--- config.mk ---
export PLATFORM = sky130hd
export DESIGN_NAME = if_stage
export DESIGN_NICKNAME = d
export VERILOG_FILES = /design/src/rtl/cpu_pkg.sv /design/src/rtl/pc_reg.sv /design/src/rtl/if_stage.sv
export SDC_FILE = /design/constraint.sdc
export NUM_CORES = 1
export LEC_CHECK = 0
export CORE_MARGIN = 5
export CORE_UTILIZATION = 40
export CTS_CLUSTER_DIAMETER = 30
export CTS_CLUSTER_SIZE = 28
export DETAILED_ROUTE_END_ITERATION = 10
export GPL_TIMING_DRIVEN = 0
export PLACE_DENSITY_LB_ADDON = 0.15
export SYNTH_ARGS = -nofsm -noshare
export SYNTH_HDL_FRONTEND = slang
export SYNTH_SLANG_ARGS = --single-unit
--- constraint.sdc ---
create_clock -name clk -period 2.5 [get_ports clk]
set_clock_uncertainty 0.1 [all_clocks]
set_input_delay 0.5 -clock clk [delete_from_list [all_inputs] [get_ports clk]]
set_output_delay 0.5 -clock clk [all_outputs]
set_load 0.05 [all_outputs]
--- src/rtl/cpu_pkg.sv ---
// Shared CPU definitions: datapath width, the canonical NOP, the default reset
// vector and the IF/ID pipeline register layout.
package cpu_pkg;

  localparam int XLEN = 32;
  localparam logic [XLEN-1:0] NOP_INSTR = 32'h0000_0013;
  localparam logic [XLEN-1:0] DEFAULT_RESET_PC = 32'h0000_0000;

  typedef struct packed {
    logic            valid;
    logic [XLEN-1:0] pc;
    logic [XLEN-1:0] instr;
    logic            fault;
  } if_id_t;

  function automatic if_id_t bubble();
    if_id_t b;
    b.valid = 1'b0;
    b.pc    = '0;
    b.instr = NOP_INSTR;
    b.fault = 1'b0;
    return b;
  endfunction

endpackage

--- src/rtl/pc_reg.sv ---
// Program counter with next-PC selection: reset, redirect, stall hold or PC+4.
// Also tracks whether the current PC came from a misaligned redirect target.
module pc_reg
  import cpu_pkg::*;
#(
  parameter logic [XLEN-1:0] RESET_PC = DEFAULT_RESET_PC
) (
  input  logic            clk,
  input  logic            rst,
  input  logic            stall,
  input  logic            redirect_valid,
  input  logic [XLEN-1:0] redirect_pc,
  output logic [XLEN-1:0] pc,
  output logic            misalign
);

  logic [XLEN-1:0] pc_next;
  logic            misalign_next;

  // NOTE: every output of this block gets a default first, so no path can
  // leave a variable unassigned and infer a latch.
  always_comb begin
    pc_next       = pc + XLEN'(4);
    misalign_next = 1'b0;
    if (redirect_valid) begin
      pc_next       = {redirect_pc[XLEN-1:2], 2'b00};
      misalign_next = |redirect_pc[1:0];
    end else if (stall) begin
      pc_next       = pc;
      misalign_next = misalign;
    end
  end

  // NOTE: state registers use non-blocking assignments so every flop samples
  // pre-edge values regardless of block evaluation order.
  always_ff @(posedge clk) begin
    if (rst) begin
      pc       <= RESET_PC;
      misalign <= 1'b0;
    end else begin
      pc       <= pc_next;
      misalign <= misalign_next;
    end
  end

endmodule

--- src/rtl/if_stage.sv ---
// Instruction fetch stage: drives the external instruction memory from the PC,
// captures the returned word into the IF/ID register and keeps fetch/stall counts.
module if_stage
  import cpu_pkg::*;
#(
  parameter logic [XLEN-1:0] RESET_PC = DEFAULT_RESET_PC,
  parameter int              IMEM_AW  = 8
) (
  input  logic            clk,
  input  logic            rst,
  input  logic            stall_i,
  input  logic            flush_i,
  input  logic            redirect_valid_i,
  input  logic [XLEN-1:0] redirect_pc_i,
  output logic [XLEN-1:0] imem_addr_o,
  input  logic [XLEN-1:0] imem_instr_i,
  output logic            if_id_valid_o,
  output logic [XLEN-1:0] if_id_pc_o,
  output logic [XLEN-1:0] if_id_instr_o,
  output logic            if_id_fault_o,
  output logic [XLEN-1:0] fetch_cnt_o,
  output logic [XLEN-1:0] stall_cnt_o
);

  logic [XLEN-1:0] pc;
  logic            misalign;
  logic [XLEN-1:0] pc_high;
  logic            out_of_range;
  logic            kill;
  logic            capture;
  if_id_t          if_id_q;
  if_id_t          fetched;

  pc_reg #(.RESET_PC(RESET_PC)) u_pc_reg (
    .clk           (clk),
    .rst           (rst),
    .stall         (stall_i),
    .redirect_valid(redirect_valid_i),
    .redirect_pc   (redirect_pc_i),
    .pc            (pc),
    .misalign      (misalign)
  );

  assign imem_addr_o = pc;

  // Any PC bit above the word-address field points outside the instruction memory.
  assign pc_high      = pc >> (IMEM_AW + 2);
  assign out_of_range = |pc_high;

  assign kill    = flush_i | redirect_valid_i;
  assign capture = !kill && !stall_i;

  always_comb begin
    fetched.valid = 1'b1;
    fetched.pc    = pc;
    fetched.instr = out_of_range ? NOP_INSTR : imem_instr_i;
    fetched.fault = misalign | out_of_range;
  end

  always_ff @(posedge clk) begin
    if (rst) begin
      if_id_q     <= bubble();
      fetch_cnt_o <= '0;
      stall_cnt_o <= '0;
    end else begin
      if (kill) begin
        if_id_q <= bubble();
      end else if (capture) begin
        if_id_q     <= fetched;
        fetch_cnt_o <= fetch_cnt_o + XLEN'(1);
      end
      // Only stalls that actually freeze the stage are counted.
      if (stall_i && !kill) begin
        stall_cnt_o <= stall_cnt_o + XLEN'(1);
      end
    end
  end

  assign if_id_valid_o = if_id_q.valid;
  assign if_id_pc_o    = if_id_q.pc;
  assign if_id_instr_o = if_id_q.instr;
  assign if_id_fault_o = if_id_q.fault;

endmodule
==> results of run 1 <==
-- final cells by class --
type                       count  area, um2  share of cell area, %
buffer                       105      541.8                  4.975
clock buffer                  18      439.2                  4.033
clock inverter                13      153.9                  1.413
timing repair buffer         229       2316                  21.27
inverter                      47      176.4                  1.620
multi-input combinational    612       3786                  34.77
tap                          234      292.8                  2.688
sequential                   159       3184                  29.24
-- layer usage --
layer	vias to the layer above	wire, um	global-route usage [%]
li1	3820	-	-
met1	3632	11090	29.74
met2	263	11020	33.50
met3	31	1755	6.002
met4	2	451	6.051
met5	-	13	0
-- Yosys cell counts, drive strengths merged, types with 2 or more instances --
cell / instances / share of area (%)
or2: 3 / 0.25
o31ai: 27 / 2.7
nand3: 27 / 1.8
nor3: 41 / 2.7
a31o: 3 / 0.34
ha: 3 / 0.49
nor4: 21 / 1.7
and4: 20 / 2.3
and3: 10 / 0.82
nand2: 92 / 4.5
o31a: 3 / 0.34
or3: 18 / 1.5
a2111oi: 4 / 0.46
and2: 4 / 0.33
or4: 27 / 2.7
nand4b: 2 / 0.51
o221a: 29 / 4.3
clkbuf: 58 / 2.9
nand4: 32 / 2.6
a31oi: 2 / 0.16
a211oi: 10 / 0.98
inv: 47 / 2.3
dfxtp: 159 / 42
mux2i: 3 / 0.39
buf: 47 / 4.1
a311oi: 13 / 1.5
and4b: 2 / 0.26
nor2: 64 / 3.1
mux2: 7 / 1.0
and4bb: 2 / 0.33
a21oi: 73 / 4.8
xor2: 18 / 2.1
xnor2: 13 / 1.5
o21ai: 19 / 1.2
nor2b: 11 / 0.90
-- worst min-delay path, delay by kind of cell, from the launching register on --
kind | cells | cell delay (ns)
flops | 1 | 0.31
simple gates | 1 | 0.05
compound gates | 1 | 0.05
-- power by group through the flow --
stage | Clock, W | Sequential, W | Combinational (W)
floorplan | 0 | 0.00276 | 0.000407
global placement | 0 | 0.00271 | 0.000770
detailed placement | 0 | 0.00272 | 0.000772
CTS | 0.00270 | 0.00266 | 0.000776
global route | 0.00281 | 0.00267 | 0.000821
finish | 0.00264 | 0.00266 | 0.000771
-- stage by stage --
stage / setup TNS (ns) / worst slack [ns]
3_5_place_dp: -60.59 / -0.6716
4_1_cts: 0 / 0.008257
5_1_grt: 0 / 0.001236
3_3_place_gp: -58.39 / -0.6887
2_1_floorplan: 0 / 0.2740
6_report: 0 / 0.04704
-- logic make-up after synthesis --
family	share of synthesized area [%]
AO/OA/AOI/OAI	17.18
XOR/XNOR	3.551
adder cells (fa/ha/maj)	0.4910
buffers and inverters	9.246
flip-flops	41.63
multiplexers	1.424
other	0.04904
AND/OR/NAND/NOR	26.43
-- worst paths after layout --
kind / endpoint / depth (start not counted)
worst min register to register: if_id_pc_o[11]$_SDFFE_PP0P_ / 2
worst min-delay path: if_id_pc_o[11]$_SDFFE_PP0P_ / 2
worst max-delay path: imem_addr_o[13] / 2
worst max register to register: u_pc_reg.pc[16]$_SDFFE_PP0P_ / 6
-- timing repair --
action	CTS	global route
gates cloned	0	0
endpoints found under the hold margin	0	0
setup endpoints to repair	72	99
pin swaps	2	1
resized for setup	9	26
setup buffers	3	1
==> impl_metrics.env, run 1 <==
export IMPL_grt_usage_pct=21.64
export IMPL_clockRootBuffer="clkbuf_16"
export IMPL_wl_per_cell_um=17.18
export IMPL_cp_startpoint="u_pc_reg.pc[13]$_SDFFE_PP0P_"
export IMPL_drc=0
export IMPL_path_cells="buf_4, clkdlybuf4s50_1"
export IMPL_die_area_um2=21980
export IMPL_ys_warn_count=0
export IMPL_peakVddDrop_uv=462.1
export IMPL_switchingPower_w=0.001658
export IMPL_postPlaceCellArea_um2=10200
export IMPL_num_rows=50
export IMPL_synth_edf_count=0
export IMPL_dp_cells=1382
export IMPL_die_h_um=148.3
export IMPL_post_route_period_util_pct=98.12
export IMPL_numCtsBuffers=17
export IMPL_setup_viol=0
export IMPL_vias=7748
export IMPL_pin_count=231
export IMPL_r2r_setup_slack_ns=0.25
export IMPL_slew_viol_final=0
export IMPL_synth_seq_cells=159
export IMPL_ctsHoldBuffers=0
export IMPL_fmax_mhz=407.7
export IMPL_status="complete, no violations"
export IMPL_period_minus_slack_ns=2.453
export IMPL_antenna_found_initial=1
export IMPL_hold_path_class="flop to flop"
export IMPL_powerDensity_nw_per_um2=557.6
export IMPL_holdWs_ns=0.3543
export IMPL_final_common_cell="clkdlybuf4s50_1"
export IMPL_tritoncts="done"
export IMPL_gp_congestion=0.8795
export IMPL_io_buffers=225
export IMPL_grt_max_degree=17
export IMPL_synthCells=920
export IMPL_final_cells=1417
export IMPL_clkSinkCount=159
export IMPL_internal_power_w=0.004415
export IMPL_die_w_um=148.3
export IMPL_hpwl_um=17760
export IMPL_maxCapViolations=0
export IMPL_syn_area_um2=7646
export IMPL_power_w=0.006073
export IMPL_cts_buffer_depth=2
export IMPL_slowest_stage="clkdlybuf4s50_1"
export IMPL_slowest_delay_ns=0.79
export IMPL_final_area_um2=10890
export IMPL_worstSkewPairLatency_ns=0.43
export IMPL_synth_cell_types=47
export IMPL_path_buf_inv=2
export IMPL_ys_seq_area_share_pct=41.63
export IMPL_r2r_start="u_pc_reg.pc[10]$_SDFFE_PP0P_"
export IMPL_min_from="if_id_pc_o[11]$_SDFFE_PP0P_"
export IMPL_synth_async_sr_flop_share_pct=0
export IMPL_fill_cells=1699
export IMPL_detail_route_antenna_nets=0
export IMPL_firstDrtPassIters=5
export IMPL_num_antenna_cells=0
export IMPL_hold_violations=0
export IMPL_power_frac_seq_pct=43.8
export IMPL_critPathMaxFanout=7
export IMPL_coreArea_um2=18770
export IMPL_area_growth_pct=42.43
export IMPL_clkPwrFrac_pct=43.5
export IMPL_setup_worst_path_start_class="flop"
export IMPL_grt_pass1_wl_um=38610
export IMPL_grt_overflow=0
export IMPL_via_per_inst=5.468
export IMPL_utilization_pct=58.03
export IMPL_required_ns=1.90
export IMPL_relSlewSlack_pct=61.00
export IMPL_path_delay_family="buffers and inverters"
export IMPL_worstPathArrival_ns=1.85
export IMPL_worst_pin_slew_ns=0.5841
export IMPL_total_leakage_power_nw=4.021
export IMPL_synth_area_per_cell_um2=8.311
export IMPL_synth_top_flop_cell="dfxtp_1"
export IMPL_ctsHtreeMaxLevel=4
export IMPL_fin_nets=1243
export IMPL_final_layout_size_suffix_gt1_share_pct=11.24
export IMPL_worstSetupPathType="flop to output port"
export IMPL_power_frac_comb_pct=12.7
export IMPL_drtIter0Drc=474
export IMPL_final_cell_mix="clkdlybuf4s50_1, dfxtp_1, nand2_1"
export IMPL_clkTransAtPathRegs_ns=0.07
export IMPL_switching_share_pct=27.30
export IMPL_rsz0062_at_grt="false"
export IMPL_grt_pass1_vias=7159
export IMPL_start_util_pct=40.74
export IMPL_wl_um=24340
export IMPL_endpoint_kind="output port"
Note: power is estimated with default switching activity, not from simulation.
==> run 2, diff against run 1 <==
- CORE_MARGIN: 5 -> 3
==> run 2 against run 1 <==
Total power is 0.90% higher. Final cell count is 0.28% lower. Utilization is 1.1 points higher. Fmax is 0.27% lower. Die area is 5.3% lower. Via count is 0.86% lower. Clock-buffer cell count is 3 higher. Sequential share of layout area hardly changed. Sequential power hardly changed.
==> impl_metrics.env, run 2 (synthesis results as in run 1) <==
export IMPL_grt_pass1_wl_um=37810
export IMPL_power_w=0.006127
export IMPL_grt_overflow=0
export IMPL_ctsHoldBuffers=0
export IMPL_start_util_pct=41.57
export IMPL_firstDrtPassIters=5
export IMPL_num_rows=49
export IMPL_final_common_cell="clkdlybuf4s50_1"
export IMPL_setup_viol=0
export IMPL_relSlewSlack_pct=60.58
export IMPL_drtIter0Drc=393
export IMPL_worstSetupPathType="flop to output port"
export IMPL_power_frac_comb_pct=12.5
export IMPL_ctsHtreeMaxLevel=4
export IMPL_clkTransAtPathRegs_ns=0.06
export IMPL_powerDensity_nw_per_um2=563.7
export IMPL_detail_route_antenna_nets=0
export IMPL_period_minus_slack_ns=2.460
export IMPL_fmax_mhz=406.6
export IMPL_maxCapViolations=0
export IMPL_total_leakage_power_nw=3.976
export IMPL_clockRootBuffer="clkbuf_16"
export IMPL_antenna_found_initial=2
export IMPL_area_growth_pct=42.17
export IMPL_r2r_start="u_pc_reg.pc[10]$_SDFFE_PP0P_"
export IMPL_grt_pass1_vias=7069
export IMPL_slew_viol_final=0
export IMPL_utilization_pct=59.10
export IMPL_io_buffers=225
export IMPL_final_layout_size_suffix_gt1_share_pct=10.73
export IMPL_min_from="if_id_pc_o[15]$_SDFFE_PP0P_"
export IMPL_wl_um=24140
export IMPL_hold_violations=0
export IMPL_fill_cells=1708
export IMPL_grt_usage_pct=22.75
export IMPL_switchingPower_w=0.001618
export IMPL_worst_pin_slew_ns=0.5868
export IMPL_status="complete, no violations"
export IMPL_cp_startpoint="u_pc_reg.pc[8]$_SDFFE_PP0P_"
export IMPL_grt_max_degree=17
export IMPL_power_frac_seq_pct=43.4
export IMPL_required_ns=1.90
export IMPL_holdWs_ns=0.3527
export IMPL_die_area_um2=20810
export IMPL_coreArea_um2=18390
export IMPL_setup_worst_path_start_class="flop"
export IMPL_worstSkewPairLatency_ns=0.43
export IMPL_clkSinkCount=159
export IMPL_die_h_um=144.3
export IMPL_internal_power_w=0.004509
export IMPL_drc=0
export IMPL_rsz0062_at_grt="false"
export IMPL_worstPathArrival_ns=1.86
export IMPL_vias=7681
export IMPL_tritoncts="done"
export IMPL_num_antenna_cells=0
export IMPL_wl_per_cell_um=17.08
export IMPL_cts_buffer_depth=2
export IMPL_via_per_inst=5.436
export IMPL_numCtsBuffers=17
export IMPL_gp_congestion=0.8477
export IMPL_post_route_period_util_pct=98.38
export IMPL_die_w_um=144.3
export IMPL_peakVddDrop_uv=493.7
export IMPL_hpwl_um=17760
export IMPL_hold_path_class="flop to flop"
export IMPL_critPathMaxFanout=7
export IMPL_final_cell_mix="clkdlybuf4s50_1, dfxtp_1, nand2_1"
export IMPL_clkPwrFrac_pct=44.1
export IMPL_fin_nets=1243
export IMPL_pin_count=231
export IMPL_switching_share_pct=26.41
export IMPL_endpoint_kind="output port"
-- run 2: cell count changes in the layout (fill, tap and decap cells not counted), moves of 2 or more --
cell / change
dlymetal6s2s_1: -4
clkdlybuf4s50_1: +2
dlygate4sd2_1: +2
inv_8: -2
nor4_1: +2
nor4_2: -2
clkbuf_1: +3
-- run 2: worst max-delay path: stages (launching register included) --
cell             delay [ns]
dfxtp_1                0.48
buf_4                  0.16
clkdlybuf4s50_1        0.78
-- run 2: layer usage --
layer | track usage [%] | share of wire [%] | routed length, um
met1 | 30.86 | 45 | 10910
met5 | 0 | 0.11 | 27
met2 | 36.38 | 46 | 11210
met4 | 6.971 | 1.9 | 459
met3 | 5.026 | 6.4 | 1537
-- run 2: cell type report --
cell class                 count  area [um2]  share of cell area, %
buffer                       105       540.5                  4.972
clock buffer                  21       450.4                  4.144
clock inverter                11       156.4                  1.439
inverter                      47       176.4                  1.623
multi-input combinational    612        3774                  34.71
sequential                   159        3183                  29.28
tap                          229       286.5                  2.636
timing repair buffer         229        2303                  21.19
-- run 2: power groups by stage --
| stage | clock network, W | logic (W) | registers (W) |
|---|---|---|---|
| after floorplan | 0 | 0.000407 | 0.00276 |
| after global placement | 0 | 0.000766 | 0.00272 |
| after detailed placement | 0 | 0.000769 | 0.00272 |
| after CTS | 0.00276 | 0.000771 | 0.00266 |
| after global routing | 0.00284 | 0.000820 | 0.00267 |
| final | 0.00270 | 0.000766 | 0.00266 |
-- run 2: final timing paths --
| path | to | slack (ns) | depth (start not counted) |
|---|---|---|---|
| max | imem_addr_o[8] | 0.04 | 2 |
| min | if_id_pc_o[15]$_SDFFE_PP0P_ | 0.35 | 2 |
| max reg2reg | if_id_instr_o[11]$_SDFFE_PP0P_ | 0.18 | 6 |
| min reg2reg | if_id_pc_o[15]$_SDFFE_PP0P_ | 0.35 | 2 |
-- run 2: timing repair --
item,CTS,global route
endpoints found under the setup margin,50,108
pin swaps,1,1
gates cloned,0,0
resized for setup,9,22
buffers inserted,2,2
-- run 2: metrics by stage --
stage	TNS [ns]	std cells	worst slack [ns]	cell area, um2
floorplan	0	923	0.2740	7657
CTS	0	1411	0.004349	10820
detailed placement	-57.76	1377	-0.7131	10200
finish	0	1413	0.04041	10870
global placement	-56.52	1377	-0.6996	10200
global route	0	1413	0.001340	10870
==> edit, RTL diff (config.mk and constraints of run 1) <==
The package constant `XLEN` goes from 32 to 64.
--- a/src/rtl/cpu_pkg.sv
+++ b/src/rtl/cpu_pkg.sv
@@ -4,3 +4,3 @@
 
-  localparam int XLEN = 32;
+  localparam int XLEN = 64;
   localparam logic [XLEN-1:0] NOP_INSTR = 32'h0000_0013;
Interface: changed (7 resized); port bits go from 231 to 455. No check against the original RTL was run, so the function may have changed too.
==> edit against run 1 <==
- the flow now finishes with violations (negative setup slack)
- count of clock-buffer cells in the layout grew 82
- die area grew 86%
- critical path depth grew 5
- sequential share of layout area shrank 2.0 points
- setup slack lost 0.27 ns
- sequential cell count grew 160
- wire length grew 150%
- power grew to 2.8 times the old value
- cell area grew 120%
- worst hold slack lost 0.0049 ns
- area after synthesis grew 93%
- sequential power grew 100%
- register-to-register slack lost 0.47 ns
==> edit: results (changes against run 1) <==
FINISH
---------------------------------------------------------------------
Share of cells above drive strength 1                           0.171   was 0.112
Total of fill cells in the finished design                       3094   was 1699
Nets                                                             2567   was 1243

OUTCOME
---------------------------------------------------------------------
Run status                                               finished, violations left   was finished, final reports clean
Violated checks                                          negative setup slack

LOGIC SYNTHESIS
---------------------------------------------------------------------
Area share of fa/ha/maj cells after synthesis                 0.00254   was 0.00491
Cell types with the largest area share after synthesis   sky130_fd_sc_hd__dfxtp_1 43%, sky130_fd_sc_hd__a21oi_1 6.8%, sky130_fd_sc_hd__nand2_1 5.3%   was sky130_fd_sc_hd__dfxtp_1 42%, sky130_fd_sc_hd__a21oi_1 4.8%, sky130_fd_sc_hd__nand2_1 4.5%
Top post-synthesis cells by count                        319 x sky130_fd_sc_hd__dfxtp_1, 210 x sky130_fd_sc_hd__nand2_1, 201 x sky130_fd_sc_hd__a21oi_1, 141 x sky130_fd_sc_hd__nor2_1, 116 x sky130_fd_sc_hd__clkbuf_1   was 159 x sky130_fd_sc_hd__dfxtp_1, 92 x sky130_fd_sc_hd__nand2_1, 73 x sky130_fd_sc_hd__a21oi_1, 64 x sky130_fd_sc_hd__nor2_1, 57 x sky130_fd_sc_hd__clkbuf_1
XOR/XNOR Fraction of Synth Area                                0.0556   was 0.0355

DRT
---------------------------------------------------------------------
Wire length on met1                                           23.9 mm   was 11.1 mm
Met2 layer wire length in the routed design                   28.6 mm   was 11.0 mm
Routed via count divided by cell count                           5.51   was 5.47
Final Routed Wirelength                                       59.8 mm   was 24.3 mm

PLACEMENT
---------------------------------------------------------------------
Post-DP Area                                              0.0200 mm^2   was 0.0102 mm^2
Global placer's final weighted congestion                       0.889   was 0.880
Worst setup slack after placement                            -1.62 ns   was -0.672 ns

CLOCK NETWORK
---------------------------------------------------------------------
Number of CTS-inserted buffers                                     79   was 17
Clock latency on the worst-skew pair                          0.59 ns   was 0.43 ns
Post_cts resized                                                  190   was 9

TIMING
---------------------------------------------------------------------
Final sum of negative setup slack                            -2.38 ns   was 0 ns
Final Worst Setup Slack                                     -0.222 ns   was 0.0470 ns
Final setup viols                                                  21   was 0
Worst hold slack                                             0.349 ns   was 0.354 ns

SETUP PATH
---------------------------------------------------------------------
Critical Path AT                                              3.12 ns   was 1.85 ns
Slowest CP cell                                          sky130_fd_sc_hd__or4_4   was sky130_fd_sc_hd__clkdlybuf4s50_1

PWR
---------------------------------------------------------------------
Leakage dissipation                                           9.02 nW   was 4.02 nW
Internal power consumption                                   0.0128 W   was 0.00442 W
Largest voltage drop on the vdd net                            502 uV   was 462 uV

GRT
---------------------------------------------------------------------
Initial antenna violation count                                     9   was 1

==> edit: cell count changes after synthesis, sizes merged, moves of 38 or more <==
cell,change
dfxtp,+160
a21oi,+128
nand2,+118
nand3,+38
nor3,+44
clkbuf,+59
nor2,+77
nor2b,+54
nand4,+45
==> edit: per-layer routing <==
metal | GRT usage | vias up
met1 | 0.339 | 7782
met5 | 0 | -
li1 | - | 7709
met4 | 0.110 | 2
met3 | 0.0756 | 121
met2 | 0.457 | 738
==> edit: path summary, 6_finish.rpt <==
path / start / cells past startpoint / to
min: if_id_pc_o[52]$_SDFFE_PP0P_ / 2 / if_id_pc_o[52]$_SDFFE_PP0P_
max: u_pc_reg.pc[22]$_SDFFE_PP0P_ / 7 / u_pc_reg.pc[55]$_SDFFE_PP0P_
min reg2reg: if_id_pc_o[52]$_SDFFE_PP0P_ / 2 / if_id_pc_o[52]$_SDFFE_PP0P_
max reg2reg: u_pc_reg.pc[22]$_SDFFE_PP0P_ / 7 / u_pc_reg.pc[55]$_SDFFE_PP0P_
==> edit: area by class of cell <==
| type | instances | area [um^2] | share of cell area |
|---|---|---|---|
| tap | 468 | 586 | 0.0247 |
| antenna | 7 | 17.5 | 0.000738 |
| clock buffer | 100 | 2150 | 0.0904 |
| multi-input combinational | 1302 | 7780 | 0.328 |
| buffer | 185 | 1110 | 0.0466 |
| clock inverter | 43 | 547 | 0.0230 |
| sequential | 319 | 6470 | 0.273 |
| inverter | 28 | 105 | 0.00443 |
| timing repair buffer | 516 | 4970 | 0.210 |
==> edit: power by group through the flow <==
stage	Sequential, W	Combinational (W)	Clock, W
floorplan	0.00552	0.000747	0
CTS	0.00536	0.00148	0.0104
global placement	0.00545	0.00145	0
detailed placement	0.00545	0.00146	0
global route	0.00538	0.00159	0.0107
finish	0.00537	0.00151	0.0103
